`config.mk`:
```
export PLATFORM = sky130hd
export DESIGN_NAME = fft_frame_sched
export DESIGN_NICKNAME = d
export VERILOG_FILES = /design/src/rtl/fft_frame_sched.sv
export SDC_FILE = /design/constraint.sdc
export NUM_CORES = 1
export LEC_CHECK = 0
export CAP_MARGIN = 20
export CORE_MARGIN = 2
export CORE_UTILIZATION = 45
export DETAILED_ROUTE_END_ITERATION = 8
export DONT_BUFFER_PORTS = 1
export MAX_ROUTING_LAYER = met4
export PLACE_DENSITY = 0.59
export SYNTH_ARGS = -nofsm -noshare
export SYNTH_HDL_FRONTEND = slang
export SYNTH_SLANG_ARGS = --single-unit
```
`constraint.sdc`:
```
create_clock -name clk -period 3.4 [get_ports clk]
set_input_delay 0.17 -clock clk [delete_from_list [all_inputs] [get_ports clk]]
set_output_delay 0.17 -clock clk [all_outputs]
set_load 0.02 [all_outputs]
```
`src/rtl/fft_frame_sched.sv`:
```
// Single-clock frame scheduler for the 512-point FFT path: input buffer -> core load ->
// process -> output-buffer unload -> buffer clear, paced by a step counter instead of a divided clock.
module fft_frame_sched #(
  parameter int N_PTS    = 512,
  parameter int ADDR_W   = 9,
  parameter int STEP_DIV = 4,
  parameter int TIMEOUT  = 65535
) (
  input  logic              clk,
  input  logic              reset,
  input  logic              enable,
  input  logic              sample_valid,
  input  logic              buf_full,
  output logic              buf_clear,
  output logic [ADDR_W-1:0] rd_addr,
  output logic              core_load,
  output logic [ADDR_W-1:0] core_addr,
  output logic              core_start,
  input  logic              core_done,
  input  logic              out_busy,
  output logic              out_wr_en,
  output logic [ADDR_W-1:0] out_wr_addr,
  output logic              frame_done,
  output logic [15:0]       frame_count,
  output logic [15:0]       drop_count,
  output logic              timeout_err
);

  localparam int STEP_W = (STEP_DIV > 1) ? $clog2(STEP_DIV) : 1;
  localparam int TMO_W  = (TIMEOUT > 1) ? $clog2(TIMEOUT + 1) : 1;

  localparam logic [STEP_W-1:0] STEP_LAST = STEP_W'(STEP_DIV - 1);
  localparam logic [ADDR_W-1:0] PTR_LAST  = ADDR_W'(N_PTS - 1);
  localparam logic [TMO_W-1:0]  TMO_LAST  = TMO_W'(TIMEOUT - 1);

  typedef enum logic [2:0] {
    S_IDLE,
    S_LOAD,
    S_PROC,
    S_WAIT_OUT,
    S_UNLOAD,
    S_CLEAR
  } state_t;

  state_t              state_q, state_d;
  logic [STEP_W-1:0]   step_q, step_d;
  logic [ADDR_W-1:0]   ptr_q, ptr_d;
  logic [TMO_W-1:0]    tmo_q, tmo_d;
  logic                frame_done_q, frame_done_d;
  logic [15:0]         frame_count_q, frame_count_d;
  logic [15:0]         drop_count_q, drop_count_d;
  logic                timeout_err_q, timeout_err_d;
  logic                step_end;

  always_ff @(posedge clk) begin
    if (!reset) begin
      state_q       <= S_IDLE;
      step_q        <= '0;
      ptr_q         <= '0;
      tmo_q         <= '0;
      frame_done_q  <= 1'b0;
      frame_count_q <= '0;
      drop_count_q  <= '0;
      timeout_err_q <= 1'b0;
    end else begin
      state_q       <= state_d;
      step_q        <= step_d;
      ptr_q         <= ptr_d;
      tmo_q         <= tmo_d;
      frame_done_q  <= frame_done_d;
      frame_count_q <= frame_count_d;
      drop_count_q  <= drop_count_d;
      timeout_err_q <= timeout_err_d;
    end
  end

  always_comb begin
    state_d       = state_q;
    step_d        = step_q;
    ptr_d         = ptr_q;
    tmo_d         = '0;
    frame_done_d  = 1'b0;
    frame_count_d = frame_count_q;
    drop_count_d  = drop_count_q;
    timeout_err_d = timeout_err_q;
    step_end      = (step_q == STEP_LAST);

    case (state_q)
      S_IDLE: begin
        step_d = '0;
        ptr_d  = '0;
        if (enable && buf_full) begin
          state_d = S_LOAD;
        end
      end
      S_LOAD: begin
        if (step_end) begin
          step_d = '0;
          if (ptr_q == PTR_LAST) begin
            ptr_d   = '0;
            state_d = S_PROC;
          end else begin
            ptr_d = ptr_q + 1'b1;
          end
        end else begin
          step_d = step_q + 1'b1;
        end
      end
      S_PROC: begin
        // A done arriving on the final allowed cycle still takes the normal path.
        if (core_done) begin
          state_d = S_WAIT_OUT;
        end else if (tmo_q == TMO_LAST) begin
          timeout_err_d = 1'b1;
          state_d       = S_CLEAR;
        end else begin
          tmo_d = tmo_q + 1'b1;
        end
      end
      S_WAIT_OUT: begin
        if (!out_busy) begin
          step_d  = '0;
          ptr_d   = '0;
          state_d = S_UNLOAD;
        end
      end
      S_UNLOAD: begin
        if (step_end) begin
          step_d = '0;
          if (ptr_q == PTR_LAST) begin
            ptr_d         = '0;
            frame_done_d  = 1'b1;
            frame_count_d = frame_count_q + 16'd1;
            state_d       = S_CLEAR;
          end else begin
            ptr_d = ptr_q + 1'b1;
          end
        end else begin
          step_d = step_q + 1'b1;
        end
      end
      S_CLEAR: begin
        if (!buf_full) begin
          state_d = S_IDLE;
        end
      end
      default: begin
        state_d = S_IDLE;
      end
    endcase

    // The cycle that leaves IDLE already belongs to the frame, so its sample is a drop.
    if (sample_valid && ((state_q != S_IDLE) || (state_d != S_IDLE)) &&
        (drop_count_q != 16'hFFFF)) begin
      drop_count_d = drop_count_q + 16'd1;
    end
  end

  assign core_load   = (state_q == S_LOAD);
  assign core_start  = (state_q == S_PROC);
  assign buf_clear   = (state_q == S_CLEAR);
  assign out_wr_en   = (state_q == S_UNLOAD) && step_end;
  assign rd_addr     = (state_q == S_LOAD) ? ptr_q : '0;
  assign core_addr   = ((state_q == S_LOAD) || (state_q == S_UNLOAD)) ? ptr_q : '0;
  assign out_wr_addr = (state_q == S_UNLOAD) ? ptr_q : '0;
  assign frame_done  = frame_done_q;
  assign frame_count = frame_count_q;
  assign drop_count  = drop_count_q;
  assign timeout_err = timeout_err_q;

endmodule
```
; ---- Word level (Yosys, flattened, before mapping)
; Cells that the tools add are included.
[classes]
n_reduce_logical = 17
div_mod_pow = 0
shifts = 0
bitwise = 3
add_sub_neg = 5
n_eq_ne = 11
muxes = 21
n_lt_le_gt_ge = 0
mul = 0
[op_table]
columns = op, n
row1 = two-way mux 9 bit, 6
row2 = adder 16 x 1 -> 16 bit (second input constant), 3
row3 = two-way mux 3 bit, 9
row4 = one-hot mux 9 bit (3 select lines), 1
row5 = one-hot mux 3 bit (6 select lines), 1
row6 = == test 16 bit (second input constant), 1
row7 = inequality test 16 bit (second input constant), 1
row8 = AND reduction 3 bit, 4
row9 = adder 9 x 1 -> 9 bit (second input constant), 1
row10 = == test 9 bit (second input constant), 1
row11 = nonzero test 3 bit, 3
row12 = == test 3 x 2 -> 1 bit (second input constant), 2
row13 = == test 3 bit (second input constant), 2
row14 = one-hot mux 2 bit (3 select lines), 1
row15 = logical AND 1 bit, 4
row16 = two-way mux 2 bit, 2
row17 = OR reduction 4 bit, 1
row18 = == test 3 x 1 -> 1 bit (second input constant), 1
row19 = logical NOT 3 bit, 1
row20 = inverter 1 bit, 3
row21 = adder 2 x 1 -> 2 bit (second input constant), 1
row22 = == test 2 bit (second input constant), 1
row23 = logical OR 1 bit, 2
row24 = inequality test 2 x 1 -> 1 bit (second input constant), 1
row25 = 4 further kinds, 4
[word_totals]
mem_bits_rw = 0
inputBits = 7
latch_bits = 0
wordCells = 65
ff_bits = 64
memories = 0
out_inout_bits = 65
mem_bits_ro = 0

; ---- Longest topological paths before layout
; Gate-level depths: netlist (run 1).
[logic_depth]
depth_word = 8
depth_mapped = 8

; ---- Worst setup path after synthesis (run 1)
; Ideal clock, no wire load.
[synth_path]
path_kind = register to register
start = reg ptr_q[2]
end = reg frame_count_q[11] (netlist: frame_count[11])
path_slack_ns = 1.275
arrival_ns = 2.055
path_buffers = 0
path_stages_with_launch = 8
synth_period_minus_slack_ns = 2.125
path_cell_list = dfxtp_1 > and4_1 > and4_1 > ha_1 > nand4_1 > or3_4 > or3_1 > a21oi_1
[synth_between]
elab_chain_len = 2
[synth_lines]
columns = item, line
row1 = from (decl), 47  ; logic [ADDR_W-1:0] ptr_q, ptr_d;
row2 = from (signal assigned), 68  ; ptr_q <= ptr_d;
row3 = == test 9 bit, 130  ; if (ptr_q == PTR_LAST) begin
row4 = AND reduction 3 bit (no line), n/a
row5 = to (signal assigned), 71  ; frame_count_q <= frame_count_d;
row6 = to (decl), 50  ; logic [15:0] frame_count_q, frame_count_d;
; No other way between the ends.
; A chain may end at the register's enable or synchronous reset.

; ---- Worst setup path after layout (run 1)
[layout_path]
start = reg state_q[2]
end = out core_addr[2]
[layout_between]
elab_chain_len = 3
elab_cells_between_ends = 4
classes_between = eq/ne (2) / mux (1) / reduce/logical (1)
[layout_lines]
columns = item, line
row1 = from (decl), 45  ; state_t state_q, state_d;
row2 = from (signal assigned), 66  ; state_q <= state_d;
row3 = == test 3 x 1 -> 1 bit / == test 3 bit (equally long branches), 164  ; assign core_addr = ((state_q == S_LOAD) || (state_q == S_UNLOAD)) ? ptr_q : '0;
row4 = logical OR 1 bit (*), 164
row5 = two-way mux 9 bit (*), 164
row6 = to (decl), 17  ; output logic [ADDR_W-1:0] core_addr,
; Mark *: on every way between the ends. The rest lies on a longest branch, timed or not.

==> results of run 1 <==
area by class of cell:
class	instances	area, sq um
sequential	64	1280
clock inverter	5	33.8
inverter	16	60.1
multi-input combinational	317	2000
fill	717	3630
tap	99	124
clock buffer	11	131
timing repair buffer	8	67.6
power by group through the flow:
| stage | logic [mW] | registers [mW] | clock network, mW |
|---|---|---|---|
| 2_1_floorplan | 0.0425 | 0.774 | 0 |
| 3_3_place_gp | 0.0452 | 0.777 | 0 |
| 3_5_place_dp | 0.0456 | 0.778 | 0 |
| 4_1_cts | 0.0529 | 0.760 | 0.578 |
| 5_1_grt | 0.0578 | 0.761 | 0.616 |
| 6_report | 0.0523 | 0.760 | 0.559 |
worst max-delay path, delay by kind of cell, from the launching register on:
family           cells  cell delay (ns)
flip-flops           1             0.58
AND/OR/NAND/NOR      3             1.41
worst paths after layout:
kind,start,endpoint,slack [ns],cells after the start
min reg2reg,tmo_q[15]$_SDFF_PP0_,tmo_q[15]$_SDFF_PP0_,0.50,2
max,state_q[2]$_SDFF_PN0_,core_addr[2],0.91,3
max reg2reg,ptr_q[2]$_SDFFE_PN0P_,frame_count[13]$_SDFFE_PN0P_,0.97,7
min,reset,ptr_q[5]$_SDFFE_PN0P_,0.02,2
synthesized netlist by cell type, types with 13 or more instances:
cell | instances | area share
inv_1 | 15 | 0.016
o211ai_1 | 13 | 0.028
nand3_1 | 28 | 0.041
o21ai_0 | 13 | 0.019
and3_1 | 14 | 0.026
dfxtp_1 | 64 | 0.37
clkbuf_1 | 15 | 0.016
a21oi_1 | 26 | 0.038
xnor2_1 | 15 | 0.038
nand2_1 | 23 | 0.025
nor2_1 | 39 | 0.043
sequential cells by signal, indices dropped and copies added, names as in the netlist:
| register | flops |
|---|---|
| state_q | 3 |
| tmo_q | 16 |
| step_q | 2 |
| frame_count | 16 |
| timeout_err | 1 |
| ptr_q | 9 |
| drop_count | 16 |
| frame_done | 1 |
routing by layer:
metal  part of all wire  GRT usage
met1               0.47      0.246
met2               0.46      0.309
met3              0.061     0.0697
met4             0.0068     0.0341
met5                  0          -
what timing repair did:
action | CTS | global route
endpoints found under the hold margin | 8 | 0
setup buffers | 0 | 0
hold buffers | 3 | 0
kinds of logic (layout without fill, tap and decap cells):
kind of cell	Yosys count	in the layout	share of synthesized area
simple gates	196	196	0.318
compound gates	79	79	0.147
flops	64	64	0.374
buf+inv	35	40	0.0434
xor+xnor	25	25	0.0638
mux	10	10	0.0292
fa+ha+maj	7	7	0.0255
stage by stage:
stage	area, sq um	hold WS (ns)	power [mW]
2_1_floorplan	3430	0.352	0.816
6_report	3700	0.0182	1.37
3_5_place_dp	3500	0.327	0.823
5_1_grt	3700	0.0112	1.43
4_1_cts	3700	0.000438	1.39
3_3_place_gp	3500	0.323	0.822
==> summary.md, run 1 <==
| Metric | Value |
|---|---|
| Cell Count, Final, Fillers Out | `520` |
| CTS tree | `yes` |
| Leakage | `1.20 nW` |
| PD cells | `371 nW/um^2` |
| Synthesized cell area | `3430 sq um` |
| Tmin final | `2.49 ns` |
| Most common cell after layout, fill and taps aside | `dfxtp_1` |
| Post-Syn Nets | `430` |
| Slew headroom | `0.538` |
| Synth Instances | `416` |
| Layout area overhead | `7.81%` |
| Count of final max-slew check failures | `0` |
| Crit path kind | `flop to primary output` |
| Required @ worst endpoint | `3.23 ns` |
| CTS Buf Count | `9` |
| # placed instances | `501` |
| Synth unique cells | `53` |
| Vias in the first global route | `2609` |
| Worst setup SP type | `flop` |
| Asr flop ratio synth | `0` |
| Max IR drop VDD | `232 uV` |
| Gpl congestion | `0.807` |
| Syn Area/Cell | `8.24 sq um` |
| Antenna viol nets, final | `0` |
| Resized cells post-CTS | `0` |
| CP Data Arrival Time | `2.32 ns` |
| Int Power | `1.03 mW` |
| Longest Clk Path Bufs | `2` |
| Root Buffer | `clkbuf_8` |
| Global-route wire length before repair | `13000 um` |
| Num rows | `31` |
| Worst-path clk slew | `0.07 ns` |
| Unrepaired setup endpoints after global routing | `false` |
| Comb pwr share | `0.038` |
| DIE AREA | `8340 sq um` |
| Post-synth EDFFs | `0` |
| Via density | `5.78` |
| Status | `complete, no violations` |
| Number of max-cap violations | `0` |
| CP peak stage delay | `0.69 ns` |
| Critical path's slowest cell | `or3b_1` |
| Drt wl/cell | `15.3 um` |
| Grt ovf | `0` |
| Seq/Total Area, Yosys | `0.374` |
| Antenna violations before repair | `0` |
| Remaining DRCs | `0` |
| Detailed Route WL | `7970 um` |
| Max Clock Freq | `401 MHz` |
| Final hold vios | `0` |
| Largest net degree at the start of global routing | `23` |
| Fin Setup TNS | `0 ns` |
| IO Count | `72` |
| GRT Overall Usage | `0.196` |
| Final period utilization | `0.733` |
| Commonest cells after routing, fill and taps aside | `dfxtp_1, nor2_1, nand3_1, a21oi_1, nand2_1` |
| Die height | `91.3 um` |
| Hold Crit Class | `primary input to flop` |
| CP Cell Sequence | `or3b_1, nor2_1, or2_2` |
| Worst setup EP type | `primary output` |
| Chip width | `91.3 um` |
| Flops & latches, synth | `64` |
| Final clock skew | `0.0119 ns` |
| Core footprint | `7330 sq um` |
| Reg power frac | `0.554` |
| H-tree lvl count | `3` |
| Hpwl dp | `5330 um` |
| Worst-skew pair later-pin latency | `0.33 ns` |
| # nets final | `430` |
| Switching Fraction | `0.245` |
| DRT iter0 DRCs | `95` |
| # setup viols final | `0` |
| Antenna diodes | `0` |
| Drt first pass iters | `4` |
| Final Util | `0.504` |
| Crit Path Max Fanout | `18` |
| Warnings, synthesis | `0` |
| Final Worst Setup Slack | `0.907 ns` |
| Share of cells above drive strength 1 | `0.0808` |
| Clock Power Share | `0.407` |
| Port bufs | `0` |
| Routed vias | `3005` |
| Clock sinks | `64` |
| Initial Utilization | `0.468` |
| Top FF cell, synth | `dfxtp_1` |
| Pre-CTS WS | `0.974 ns` |
| Switching pwr | `0.336 mW` |
| Slew @ Worst Pin | `0.688 ns` |
No activity file was read; power rests on OpenSTA's default activity.
==> run 2: changes to the inputs <==
--- a/config.mk
+++ b/config.mk
@@ -5,6 +5,7 @@
 export SDC_FILE = /design/constraint.sdc
 export NUM_CORES = 1
 export LEC_CHECK = 0
+export ABC_AREA = 1
 export CAP_MARGIN = 20
 export CORE_MARGIN = 2
 export CORE_UTILIZATION = 45
==> constraint.sdc (replaced) <==
create_clock -name clk -period 2.4 [get_ports clk]
set_input_delay 0.12 -clock clk [delete_from_list [all_inputs] [get_ports clk]]
set_output_delay 0.12 -clock clk [all_outputs]
set_load 0.02 [all_outputs]
==> run 2 against run 1 <==
  * Core utilization grew 3.3 points
  * Sequential cell count is the same
  * Count of clock-buffer cells in the layout grew 1
  * Clock power grew 49%
  * Die area grew 2.9%
  * Cell count grew 23%
==> summary.md, run 2 <==
| Metric | Value |
|---|---|
| Worst-skew pair later-pin latency | `0.33 ns (about the same)` |
| Remaining DRCs | `0 (unchanged)` |
| Tmin final | `2.36 ns` |
| Required @ worst endpoint | `2.63 ns (-0.60 ns)` |
| Flops & latches, synth | `64 (unchanged)` |
| Slew @ Worst Pin | `0.716 ns (+0.0274 ns)` |
| Via density | `5.19 (-10%)` |
| Layout area overhead | `16.3%` |
| GRT Overall Usage | `0.202 (+0.00633)` |
| Status | `complete, no violations` |
| Gpl congestion | `0.851 (+5.4%)` |
| Unrepaired setup endpoints after global routing | `true` |
| Final period utilization | `0.984` |
| Warnings, synthesis | `0 (unchanged)` |
| # nets final | `549 (+28%)` |
| Drt wl/cell | `13.4 um (-13%)` |
| DRT iter0 DRCs | `108 (+14%)` |
| Pwr Total | `2.09 mW (+53%)` |
| Global-route wire length before repair | `13600 um (+5.2%)` |
| Crit-path most repeated cell | `nand2_2` |
| Chip width | `92.6 um (+1.4%)` |
| Syn Area/Cell | `6.91 sq um (-16%)` |
| IO Count | `72 (unchanged)` |
| CTS Buf Count | `9 (unchanged)` |
| Port bufs | `0 (unchanged)` |
| Root Buffer | `clkbuf_8` |
| Hold path cells | `3 (+1)` |
| Hold Startpoint | `core_done` |
| Max Clock Freq | `424 MHz` |
| Seq/Total Area, Yosys | `0.363 (-0.0109)` |
| Crit Path Max Fanout | `4 (-14)` |
| Fin Setup TNS | `0 ns (unchanged)` |
| Share of cells above drive strength 1 | `0.178 (+0.0973)` |
| CP Data Arrival Time | `2.59 ns (+0.27 ns)` |
| Clock sinks | `64 (unchanged)` |
| Initial Utilization | `0.462 (-0.00595)` |
| Final clock skew | `0.00882 ns (-0.00310 ns)` |
| Vias in the first global route | `2958 (+13%)` |
| Worst-path clk slew | `0.07 ns (about the same)` |
| Most common cell after layout, fill and taps aside | `nand2_1` |
| Register area | `1280 sq um (+0.20%)` |
| Largest area contributor in the netlist | `dfxtp_1` |
| PD cells | `510 nW/um^2 (+37%)` |
| Top FF cell, synth | `dfxtp_1` |
| Top cell type's share of synthesized area | `0.363 (-0.0109)` |
| Num rows | `32 (+3.2%)` |
| R2R Setup Slk | `0.04 ns (-0.93 ns)` |
| CTS tree | `yes` |
| Reg2Reg Capture Point | `frame_count[8]$_SDFFE_PN0P_` |
| Synth Instances | `511 (+23%)` |
| Post-synth EDFFs | `0 (unchanged)` |
| Footprint of the multi-input gates | `2100 sq um (+4.8%)` |
| Synthesized cell area | `3530 sq um (+3.0%)` |
| Worst setup SP type | `flop` |
| Reg2Reg Depth | `13 (+6)` |
| # fillers | `766 (+6.8%)` |
| Antenna diodes | `0 (unchanged)` |
| Post-Syn Nets | `525 (+22%)` |
| Asr flop ratio synth | `0 (unchanged)` |
| Count leader, synth | `nand2_1` |
| Hold Crit Class | `primary input to flop` |
| H-tree lvl count | `3 (unchanged)` |
| FF-to-FF Start | `ptr_q[1]$_SDFFE_PN0P_` |
| Final hold vios | `0 (unchanged)` |
| Commonest cells post-synth | `nand2_1, nor2_1, dfxtp_1` |
| Crit path kind | `flop to flop` |
| Hpwl dp | `5940 um (+11%)` |
| Longest Clk Path Bufs | `2 (unchanged)` |
| Max IR drop VDD | `219 uV (-5.3%)` |
| Core footprint | `7650 sq um (+4.3%)` |
| # setup viols final | `0 (unchanged)` |
| Number of max-cap violations | `0 (unchanged)` |
| Antenna violations before repair | `0 (unchanged)` |
| Largest net degree at the start of global routing | `25 (+8.7%)` |
| Antenna viol nets, final | `0 (unchanged)` |
| Dominant cells by area after synthesis | `dfxtp_1, nand2_1, nor2_1, inv_1, a21oi_1` |
| Worst Path Buf+Inv | `0 (unchanged)` |
| Worst min-delay path endpoint | `timeout_err$_SDFFE_PN0P_` |
| CP peak stage delay | `0.36 ns (-0.33 ns)` |
| CP Cell Sequence | `ha_4, nand2_4, nor3_4, nand3_2, nor2_2, ha_2, nand4_1, nor3_2, nand2_2, nor2_4, nand2_2, o21ai_2, a21oi_1` |
| Count of final max-slew check failures | `0 (unchanged)` |
| Worst setup EP type | `flop` |
| DIE AREA | `8570 sq um (+2.9%)` |
| CP top delay family | `simple AND/OR/NAND/NOR gates` |
| Grt ovf | `0 (unchanged)` |
| Drt first pass iters | `5 (+1)` |
| Slew headroom | `0.519 (-0.0184)` |
| Commonest cells after routing, fill and taps aside | `nand2_1, nor2_1, dfxtp_1, inv_1, a21oi_1` |
| Critical path's slowest cell | `dfxtp_2` |
| Die height | `92.6 um (+1.4%)` |
| Routed vias | `3327 (+11%)` |
| Leakage | `1.46 nW (+22%)` |
| Synth unique cells | `39 (-26%)` |
| Detailed Route WL | `8570 um (+7.6%)` |
## run 2: cell count changes after synthesis, moves of 9 or more
cell | before | now
xnor2_1 | 15 | 6
mux2i_1 | 10 | 0
and4_1 | 9 | 0
nand4_1 | 12 | 25
inv_1 | 15 | 53
nand2_1 | 23 | 106
a21oi_1 | 26 | 38
o211ai_1 | 13 | 0
and3_1 | 14 | 1
nor2_1 | 39 | 84
## run 2: cell type report
type	count	area share
clock buffer	12	0.0378
clock inverter	3	0.00427
inverter	60	0.0564
multi-input combinational	376	0.510
sequential	64	0.313
tap	102	0.0311
timing repair buffer	24	0.0475
## run 2: worst min-delay path, stage by stage
cell and delay (ns):
nor4_1 0.03, nand2_1 0.09, a21oi_1 0.06
## run 2: what timing repair did
item	4_1_cts	5_1_grt
endpoints found under the hold margin	25	0
buffers inserted	0	7
endpoints found under the setup margin	0	28
resized for setup	0	44
hold buffers	3	0
## run 2: power by group
part           switching [mW]  internal [mW]  total, mW  leakage, nW
logic                   0.120         0.0600      0.180        0.858
clock network           0.408          0.423      0.831       0.0882
registers              0.0104           1.07       1.08        0.517
## run 2: per-stage QoR
| step | cells | area [sq um] | hold WS [ns] | utilization | setup slack (ns) |
|---|---|---|---|---|---|
| after floorplan | 511 | 3530 | 0.315 | - | 0.192 |
| after global placement | 614 | 3680 | 0.245 | 0.481 | 0.0782 |
| after detailed placement | 614 | 3680 | 0.250 | 0.481 | 0.0229 |
| after CTS | 632 | 3880 | 0.00967 | 0.508 | 0.00778 |
| after global routing | 641 | 4110 | 0.0167 | 0.537 | -0.148 |
| final | 641 | 4110 | 0.0168 | 0.537 | 0.0390 |
## run 2: worst max path at each step
stage,from,end,cells after the start
2_1_floorplan,ptr_q[0]$_SDFFE_PN0P_,frame_count[13]$_SDFFE_PN0P_,14
3_3_place_gp,ptr_q[0]$_SDFFE_PN0P_,frame_count[8]$_SDFFE_PN0P_,13
3_5_place_dp,ptr_q[1]$_SDFFE_PN0P_,frame_count[8]$_SDFFE_PN0P_,13
4_1_cts,ptr_q[1]$_SDFFE_PN0P_,frame_count[8]$_SDFFE_PN0P_,13
5_1_grt,ptr_q[1]$_SDFFE_PN0P_,frame_count[8]$_SDFFE_PN0P_,13
6_report,ptr_q[1]$_SDFFE_PN0P_,frame_count[8]$_SDFFE_PN0P_,13
## run 2: metal layers
| layer | GRT usage | part of all wire | vias to the layer above |
|---|---|---|---|
| met3 | 0.0496 | 0.054 | 6 |
| met1 | 0.252 | 0.46 | 1523 |
| met4 | 0.0759 | 0.0063 | 0 |
| li1 | - | - | 1728 |
| met2 | 0.318 | 0.48 | 70 |
| met5 | - | 0 | - |
## run 2: cell families after synthesis
family / count (synthesis) / share of synthesized area
xor+xnor: 20 / 0.0496
fa+ha+maj: 7 / 0.0248
buf+inv: 72 / 0.0861
flops: 64 / 0.363
compound gates: 63 / 0.0985
simple gates: 285 / 0.378
